`src/rtl/sample_block_pkg.sv`:
```
// -----------------------------------------------------------------------------
// sample_block_pkg
// Shared constants for the sample block counter: flag-release mode encodings
// and the block length used when the requested size is zero.
// -----------------------------------------------------------------------------
package sample_block_pkg;

  // block_done is cleared by the next non-completing cnt_up (legacy behaviour).
  localparam int MODE_RELEASE_ON_CNT = 0;
  // block_done stays set until the consumer acknowledges with blk_ack.
  localparam int MODE_HOLD_UNTIL_ACK = 1;

  // Block length selected by block_size == 0.
  localparam int DEFAULT_BLOCK_SIZE = 1000;

endpackage : sample_block_pkg

```
`src/rtl/flex_counter.sv`:
```
// -----------------------------------------------------------------------------
// flex_counter
// Modulo counter that counts 0 .. rollover_val-1 on count_enable and wraps to
// 0. rollover_flag is a registered one-cycle pulse that follows each wrap.
//
// Ports:
//   clk           in   system clock, rising edge
//   n_reset       in   asynchronous active-low reset
//   clear         in   synchronous clear, overrides count_enable
//   count_enable  in   advance the count by one
//   rollover_val  in   modulus (must be >= 1)
//   count_out     out  current count
//   rollover_flag out  high for the cycle after the count wrapped
// -----------------------------------------------------------------------------
module flex_counter #(
  parameter int NUM_BITS = 10
) (
  input  logic                clk,
  input  logic                n_reset,
  input  logic                clear,
  input  logic                count_enable,
  input  logic [NUM_BITS-1:0] rollover_val,
  output logic [NUM_BITS-1:0] count_out,
  output logic                rollover_flag
);

  logic wrap;

  assign wrap = count_enable && (count_out == rollover_val - NUM_BITS'(1));

  // NOTE: sequential state uses non-blocking assignments so every register
  // samples values from before the edge, independent of statement order.
  always_ff @(posedge clk or negedge n_reset) begin
    if (!n_reset) begin
      count_out     <= '0;
      rollover_flag <= 1'b0;
    end else if (clear) begin
      count_out     <= '0;
      rollover_flag <= 1'b0;
    end else if (wrap) begin
      count_out     <= '0;
      rollover_flag <= 1'b1;
    end else begin
      rollover_flag <= 1'b0;
      if (count_enable) begin
        count_out <= count_out + NUM_BITS'(1);
      end
    end
  end

endmodule : flex_counter

```
`src/rtl/sample_block_counter.sv`:
```
// -----------------------------------------------------------------------------
// sample_block_counter
// Counts sample strobes and flags each completed block of N samples. N is
// latched from block_size (0 selects DEFAULT_BLOCK) at reset release, on every
// block boundary and on clear, so mid-block size changes wait for the boundary.
//
// Ports:
//   clk          in   system clock, rising edge
//   n_reset      in   asynchronous active-low reset
//   cnt_up       in   one-cycle strobe: one sample accepted
//   clear        in   synchronous clear of all state (wins over cnt_up)
//   block_size   in   requested block length, 0 = DEFAULT_BLOCK
//   blk_ack      in   acknowledge of block_done (HOLD_MODE = 1 only)
//   sample_count out  index of the next sample in the current block
//   block_done   out  sticky block-complete flag
//   block_pulse  out  one-cycle pulse per completed block
//   overrun      out  sticky: a block completed while block_done was still set
//   block_total  out  completed-block count, wraps silently
// -----------------------------------------------------------------------------
module sample_block_counter
  import sample_block_pkg::*;
#(
  parameter int NUM_BITS      = 10,
  parameter int DEFAULT_BLOCK = DEFAULT_BLOCK_SIZE,
  parameter int HOLD_MODE     = MODE_RELEASE_ON_CNT,
  parameter int TALLY_BITS    = 8
) (
  input  logic                  clk,
  input  logic                  n_reset,
  input  logic                  cnt_up,
  input  logic                  clear,
  input  logic [NUM_BITS-1:0]   block_size,
  input  logic                  blk_ack,
  output logic [NUM_BITS-1:0]   sample_count,
  output logic                  block_done,
  output logic                  block_pulse,
  output logic                  overrun,
  output logic [TALLY_BITS-1:0] block_total
);

  localparam bit HOLD = (HOLD_MODE == MODE_HOLD_UNTIL_ACK);

  logic [NUM_BITS-1:0] size_q;
  logic                size_valid;
  logic [NUM_BITS-1:0] eff_size;
  logic [NUM_BITS-1:0] size_cur;
  logic                complete;

  assign eff_size = (block_size == '0) ? NUM_BITS'(DEFAULT_BLOCK) : block_size;

  // Until the first edge after reset release the size register is not yet
  // loaded, so the live requested size stands in for it; that edge latches it.
  assign size_cur = size_valid ? size_q : eff_size;

  // Completion is decoded here rather than from the counter's registered
  // rollover flag so block_done and the tally move on the N-th strobe's edge.
  assign complete = cnt_up && !clear && (sample_count == size_cur - NUM_BITS'(1));

  flex_counter #(
    .NUM_BITS (NUM_BITS)
  ) u_counter (
    .clk           (clk),
    .n_reset       (n_reset),
    .clear         (clear),
    .count_enable  (cnt_up),
    .rollover_val  (size_cur),
    .count_out     (sample_count),
    .rollover_flag (block_pulse)
  );

  always_ff @(posedge clk or negedge n_reset) begin
    if (!n_reset) begin
      size_q      <= '0;
      size_valid  <= 1'b0;
      block_done  <= 1'b0;
      overrun     <= 1'b0;
      block_total <= '0;
    end else if (clear) begin
      size_q      <= eff_size;
      size_valid  <= 1'b1;
      block_done  <= 1'b0;
      overrun     <= 1'b0;
      block_total <= '0;
    end else begin
      size_valid <= 1'b1;
      if (complete) begin
        size_q      <= eff_size;
        block_total <= block_total + TALLY_BITS'(1);
        block_done  <= 1'b1;
        // An ack arriving with the completion consumes the old flag in time.
        if (HOLD && block_done && !blk_ack) begin
          overrun <= 1'b1;
        end
      end else begin
        size_q <= size_cur;
        if (!HOLD && cnt_up) begin
          block_done <= 1'b0;
        end
        if (HOLD && blk_ack) begin
          block_done <= 1'b0;
        end
      end
    end
  end

endmodule : sample_block_counter

```
`config.mk`:
```
export PLATFORM = sky130hd
export DESIGN_NAME = sample_block_counter
export DESIGN_NICKNAME = d
export VERILOG_FILES = /design/src/rtl/sample_block_pkg.sv /design/src/rtl/flex_counter.sv /design/src/rtl/sample_block_counter.sv
export SDC_FILE = /design/constraint.sdc
export NUM_CORES = 1
export LEC_CHECK = 0
export ABC_CLOCK_PERIOD_IN_PS = 7000
export CAP_MARGIN = 10
export CORE_AREA = 5 5 76 78
export DETAILED_ROUTE_END_ITERATION = 8
export DIE_AREA = 0 0 81 83
export GPL_TIMING_DRIVEN = 0
export HOLD_SLACK_MARGIN = 0.12
export PLACE_DENSITY = 0.69
export REMOVE_ABC_BUFFERS = 1
export SYNTH_ARGS = -nofsm -noshare
export SYNTH_HDL_FRONTEND = slang
export SYNTH_SLANG_ARGS = --single-unit
```
`constraint.sdc`:
```
create_clock -name clk -period 7 [get_ports clk]
set_input_delay 1.4 -clock clk [delete_from_list [all_inputs] [get_ports clk]]
set_output_delay 1.4 -clock clk [all_outputs]
set_load 0.005 [all_outputs]
```
==> metrics.md, run 1 <==
| Metric | Value |
|---|---|
| Status | finished, final reports clean |
| DRC viols | 0 |
| Commonest non-fill, non-tap cell in the layout | clkdlybuf4s50_1 |
| Final worst-path cycle share | 70.3% |
| Max Freq | 0.203 GHz |
| Die area | 0.00672 mm² |
| Max transition margin | 40.4% |
| Net Switching | 0.107 mW |
| Post-Route Utilization | 50.1% |
| Routability cong. | 0.877 |
| Internal | 0.320 mW |
| WL per Instance | 14.9 µm |
| Post-CTS setup buffers | 0 |
| Fin. Hold Viols | 0 |
| Critical path arrival | 5.08 ns |
| Largest stage delay on the critical path | 0.76 ns |
| Share of the synthesized area in the top cell type | 37.8% |
| CTS tree | yes |
| Worst-margin pin slew | 0.894 ns |
| Pin count of the biggest net entering global routing | 32 |
| GRT met2 Usage | 23.2% |
| Mapped cell area | 0.00205 mm² |
| Die Ht | 83 µm |
| Pre-CTS setup slack | 1.79 ns |
| Pwr/cell area | 170 mW/mm² |
| Hold WC Path Type | register to register |
| RSZ-0062 raised after global routing | no |
| Design Power | 0.427 mW |
| Crit-path leading delay family | simple AND/OR/NAND/NOR gates |
| Clock latency at the later pin of the worst-skew pair | 0.28 ns |
| Sequential share of power | 45.3% |
| Hold Slack | 0.541 ns |
| Vias/cell | 5.47 |
| DRT Pass-1 Iters | 4 |
| Inserted Clock Buffers | 5 |
| Met3 Usage GRT | 4.22% |
| Max-cap check violation count | 0 |
| Synth area leader | dfrtp_1 |
| Synth area leaders | dfrtp_1 (38%), xor2_1 (5.1%), mux2i_1 (3.9%) |
| Crit end category | register |
| Hold Buf Count CTS | 0 |
| FP Rows | 26 |
| Clock tree buffer depth | 2 |
| Hpwl dp | 3400 µm |
| Root Buffer Master | clkbuf_8 |
| Setup_tns | 0 ns |
| # nets final | 265 |
| Leakage | 1.00 nW |
| Clk pwr share | 39.6% |
| Post-synth EDFFs | 0 |
| Min Tclk post-route | 4.92 ns |
| Setup Skew | 0.00332 ns |
| Sequential element share of the synthesized area | 37.8% |
| Clock sinks | 31 |
| Placed cell count | 310 |
| Finished Cell Area | 0.00251 mm² |
| Gr busiest metal | met2 |
| Vias | 1733 |
| CTS resizes | 0 |
| Synth Instances | 218 |
| Critical Path RT | 7.16 ns |
| Placed cell area | 0.00241 mm² |
| Wire length of the first global-routing pass | 8300 µm |
| Antenna diodes | 0 |
| #FFs+latches synth | 31 |
| H-tree level count | 2 |
| Final Slew Violations | 0 |
| GRT overflow | 0 |
| Routed Antenna Nets | 0 |
| WP buf/inv | 1 |
| Slowest cell on crit path | or4_1 |
| DRT iter0 DRCs | 64 |
| Layout cells sized above 1 | 6.88% |
| Warnings, synthesis | 0 |
| Worst-path clk slew | 0.07 ns |
| Post-synthesis cell type count | 55 |
| Initial antenna violation count | 0 |
| Power share of the combinational group | 15.1% |
| Ports | 36 |
| Final worst slack | 2.08 ns |
| Vias in the first global route | 1710 |
| Syn avg cell area | 9.42 µm² |
| Sw Ratio | 25.2% |
| Critical path class | input pin to register |
| VDD IR-drop max | 0.142 mV |
| Final setup fails | 0 |
| Core Box Area | 0.00501 mm² |
| Routed WL | 4740 µm |
| Chip width | 81 µm |
| Non-Filler Instances | 317 |
| Asr flop ratio synth | 100% |
| CP cell instances | clkdlybuf4s50_1, or4_1, nor4_4, o31ai_2, xnor3_1, nor4b_4, a41o_1, nor2_2, o32a_1 |
| Ys flop type | dfrtp_1 |
| GR Util met1 | 21.0% |
| Initial Util | 41.0% |
| Crit-path max FO | 20 |
| Buffers on Ports | 33 |
| Commonest non-fill, non-tap cells in the layout | clkdlybuf4s50_1 (32), dfrtp_1 (31), nor2_1 (20) |
| Area Overhead vs Synth | 22.2% |
| Startpoint Class | input pin |
| Gr usage total | 15.4% |
## final cells by class
class | count | area, µm²
clock inverters | 1 | 30.0
fillers | 515 | 2500
multi-input cells | 169 | 1190
inverters | 7 | 26.3
repair buffers | 33 | 325
well taps | 70 | 87.6
flip-flops and latches | 31 | 776
clock buffers | 6 | 72.6
## layer usage
metal	share of wire, %	vias to the layer above
li1	-	851
met3	5.7	9
met5	0	-
met2	46	40
met4	1.6	0
met1	47	833
## worst min-delay path: stages, from the launching register on
cell	delay [ns]
dfrtp_1	0.38
nand2b_1	0.07
a21oi_1	0.06
## power groups by stage
| stage | Sequential [mW] | Combinational (mW) | Clock, mW |
|---|---|---|---|
| 2_1_floorplan | 0.194 | 0.0399 | 0 |
| 5_1_grt | 0.194 | 0.0722 | 0.184 |
| 3_3_place_gp | 0.196 | 0.0643 | 0 |
| 6_report | 0.193 | 0.0646 | 0.169 |
| 3_5_place_dp | 0.197 | 0.0647 | 0 |
| 4_1_cts | 0.193 | 0.0652 | 0.175 |
## final timing paths
| path | from | slack [ns] | endpoint | depth (start not counted) |
|---|---|---|---|---|
| worst min-delay path | block_done | 0.54 | block_done | 2 |
| worst max register to register | size_valid | 3.12 | size_q[7] | 9 |
| worst max-delay path | block_size[1] | 2.08 | size_q[7] | 9 |
| worst min register to register | block_done | 0.54 | block_done | 2 |
| max in group asynchronous | n_reset | 5.39 | u_counter.count_out[5] | 1 |
| min in group asynchronous | n_reset | 1.15 | size_q[5] | 1 |
## sequential cells by signal, indices dropped and copies added, names as in the netlist
| name | flops |
|---|---|
| size_q | 10 |
| size_valid | 1 |
| block_done | 1 |
| block_total | 8 |
| u_counter.count_out | 10 |
| u_counter.rollover_flag | 1 |
## cell usage after synthesis (2+ instances only)
| cell | instances |
|---|---|
| nand2b_1 | 7 |
| mux2i_1 | 8 |
| o32a_1 | 3 |
| or4_1 | 3 |
| o21ai_0 | 12 |
| a211oi_1 | 2 |
| o211ai_1 | 3 |
| nor2_1 | 20 |
| nand2_1 | 12 |
| nor3_1 | 3 |
| inv_1 | 7 |
| dfrtp_1 | 31 |
| or3_1 | 7 |
| and3_1 | 3 |
| mux2_2 | 2 |
| clkbuf_1 | 4 |
| nand3_1 | 7 |
| xor2_1 | 12 |
| buf_2 | 5 |
| nor4_1 | 5 |
| o31ai_1 | 3 |
| a21oi_1 | 13 |
| conb_1 | 2 |
| nand3b_1 | 2 |
| a2111oi_0 | 2 |
| xnor2_1 | 9 |
| ha_1 | 3 |
## logic make-up after synthesis
logic type	Yosys count	share of synthesized area (%)
muxes	10	5.00
xor gates and xnor gates	22	10.1
other	2	0.366
and+or+nand+nor	81	23.4
DFF	31	37.8
buffers and inverters	18	4.14
AOI/OAI and AO/OA	51	17.4
adders and majority gates	3	1.83
Note: power is estimated with default switching activity, not from simulation.
==> run 2: changes to the inputs <==
--- a/config.mk
+++ b/config.mk
@@ -5,7 +5,7 @@
 export SDC_FILE = /design/constraint.sdc
 export NUM_CORES = 1
 export LEC_CHECK = 0
-export ABC_CLOCK_PERIOD_IN_PS = 7000
+export ABC_CLOCK_PERIOD_IN_PS = 4850
 export CAP_MARGIN = 10
 export CORE_AREA = 5 5 76 78
 export DETAILED_ROUTE_END_ITERATION = 8
==> constraint.sdc (replaced) <==
create_clock -name clk -period 4.85 [get_ports clk]
set_input_delay 0.97 -clock clk [delete_from_list [all_inputs] [get_ports clk]]
set_output_delay 0.97 -clock clk [all_outputs]
set_load 0.005 [all_outputs]
==> results of run 2 <==
Same layout as run 1 (identical final DEF). Status: finished, final reports clean.
Among the figures that moved: setup slack after placement 1.79 ns -> 0.0673 ns; setup slack after layout 2.08 ns -> 0.362 ns; register-to-register setup slack 3.12 ns -> 0.97 ns; total power 0.427 mW -> 0.616 mW; worst IR drop on VDD 0.142 mV -> 0.205 mV
==> run 3: changes to the inputs <==
--- a/config.mk
+++ b/config.mk
@@ -10,7 +10,7 @@
 export CORE_AREA = 5 5 76 78
 export DETAILED_ROUTE_END_ITERATION = 8
 export DIE_AREA = 0 0 81 83
-export GPL_TIMING_DRIVEN = 0
+export GPL_TIMING_DRIVEN = 1
 export HOLD_SLACK_MARGIN = 0.12
 export PLACE_DENSITY = 0.69
 export REMOVE_ABC_BUFFERS = 1
==> run 3 against run 2 <==
Global-route usage up 0.063 points; hold slack improved by 0.0060 ns; sequential share of layout area shrank 0.31 points; final cell count up 1.9%; critical path type unchanged.
==> metrics.md, run 3 (synthesis gave the netlist of run 1 again) <==
| Metric | Value |
|---|---|
| Pwr/cell area | 227 mW/mm² |
| Startpoint Class | input pin |
| CTS tree | yes |
| Ports | 36 (unchanged) |
| Critical path class | input pin to register |
| Gr busiest metal | met2 |
| WL per Instance | 15.0 µm (+0.30%) |
| Critical Path RT | 5.01 ns |
| Status | finished, final reports clean |
| Wire length of the first global-routing pass | 8270 µm (-0.41%) |
| Setup_tns | 0 ns (unchanged) |
| Gr usage total | 15.5% (+0.063 points) |
| Met3 Usage GRT | 4.76% (+0.54 points) |
| FP Rows | 26 (unchanged) |
| DRT Pass-1 Iters | 5 (+1) |
| Final Slew Violations | 0 (unchanged) |
| Max-cap check violation count | 0 (unchanged) |
| Setup Skew | 0.0154 ns (+0.0120 ns) |
| Vias/cell | 5.36 (-2.0%) |
| Routed WL | 4840 µm (+2.2%) |
| Routed Antenna Nets | 0 (unchanged) |
| Final worst-path cycle share | 81.7% |
| GR Util met1 | 20.9% (-0.082 points) |
| Commonest non-fill, non-tap cell in the layout | clkdlybuf4s50_1 |
| Biggest regs | size_q x10, u_counter.count_out x10, block_total x8 |
| CTS resizes | 0 (unchanged) |
| Crit-path max FO | 9 (-55%) |
| Buffers on Ports | 33 (unchanged) |
| Clock tree buffer depth | 2 (unchanged) |
| Hpwl dp | 3550 µm (+4.3%) |
| Worst-margin pin slew | 0.893 ns (-0.000740 ns) |
| Clock latency at the later pin of the worst-skew pair | 0.29 ns (about the same) |
| Vias | 1730 (-0.17%) |
| Post-CTS setup buffers | 0 (unchanged) |
| GRT overflow | 0 (unchanged) |
| Initial antenna violation count | 0 (unchanged) |
| # nets final | 270 (+1.9%) |
| Pin count of the biggest net entering global routing | 32 (unchanged) |
| Critical path arrival | 4.12 ns |
| Post-Route Utilization | 50.6% (+0.50 points) |
| Hold WC Path Type | register to register |
| Max Freq | 0.252 GHz |
| Area Overhead vs Synth | 23.5% |
| DRC viols | 0 (unchanged) |
| Chip width | 81 µm (unchanged) |
| Min Tclk post-route | 3.96 ns |
| Final setup fails | 0 (unchanged) |
| Vias in the first global route | 1687 (-1.3%) |
| Hold Startpoint | block_done |
| Max transition margin | 40.4% (+0.049 points) |
| Initial Util | 41.0% (unchanged) |
| Layout cells sized above 1 | 8.70% (+1.8 points) |
| DRT iter0 DRCs | 113 (+77%) |
| Inserted Clock Buffers | 5 (unchanged) |
| Die Ht | 83 µm (unchanged) |
| Routability cong. | 0.877 (about the same) |
| RSZ-0062 raised after global routing | no |
| Worst-path clk slew | 0.07 ns (about the same) |
| Commonest non-fill, non-tap cells in the layout | clkdlybuf4s50_1 (33), dfrtp_1 (31), nor2_1 (20) |
| H-tree level count | 2 (unchanged) |
| VDD IR-drop max | 0.123 mV |
| Fillcell total | 487 (-5.4%) |
| FF-to-FF Start | size_valid |
| Die area | 0.00672 mm² (unchanged) |
| Root Buffer Master | clkbuf_8 |
| Antenna diodes | 0 (unchanged) |
| Leakage | 1.01 nW (+1.4%) |
| GRT met2 Usage | 24.0% (+0.75 points) |
| Clock sinks | 31 (unchanged) |
| Hold Buf Count CTS | 0 (unchanged) |
| Fin. Hold Viols | 0 (unchanged) |
| Core Box Area | 0.00501 mm² (unchanged) |
| Critical path origin | block_size[5] |
| Crit end category | register |
## run 3: final cells by class
class                           count  area [µm²]  share of cell area (%)
Clock buffer                        6        72.6                    2.86
Inverter                            7        26.3                    1.04
Sequential cell                    31         776                    30.6
Tap cell                           70        87.6                    3.46
Clock inverter                      2        12.5                   0.494
Multi-Input combinational cell    169        1190                    47.0
Timing Repair Buffer               38         368                    14.5
## run 3: layer usage
layer  routed length [µm]  vias up  share of wire [%]
met2                 2280       60                 47
met4                   57        0                1.2
met5                    0        -                  0
li1                     -      860                  -
met1                 2210      801                 46
met3                  297        9                6.1
## run 3: report_power, final
part           switching [mW]  internal, mW  total, mW
logic                  0.0503        0.0457     0.0960
clock network           0.100         0.100      0.200
registers              0.0111         0.267      0.279
## run 3: final timing paths
path	to	slack, ns	depth (start not counted)
worst max-delay path	size_q[2]	0.89	9
max in group asynchronous	size_q[0]	3.46	2
worst min-delay path	block_done	0.55	2
worst max register to register	block_total[6]	1.32	10
worst min register to register	block_done	0.55	2
min in group asynchronous	size_q[5]	1.08	2
## run 3: stage by stage
stage / hold WS [ns] / std cells / total power, mW / setup slack [ns] / instance area (µm²)
6_report: 0.547 / 323 / 0.575 / 0.886 / 2530
5_1_grt: 0.585 / 323 / 0.613 / 0.709 / 2530
4_1_cts: 0.547 / 323 / 0.584 / 0.881 / 2530
3_5_place_dp: 0.536 / 315 / 0.380 / 0.579 / 2450
3_3_place_gp: 0.533 / 315 / 0.379 / 0.582 / 2450
2_1_floorplan: 0.518 / 207 / 0.338 / 1.07 / 1990
## run 3: worst max-delay path, cell delays in order
cell and delay (ns):
clkdlybuf4s50_1 0.52, or4_1 0.75, o32ai_2 0.43, nand3b_1 0.17, xnor3_1 0.20, nor4b_4 0.15, a41o_1 0.27, nor2_2 0.29
mux2_2 0.37
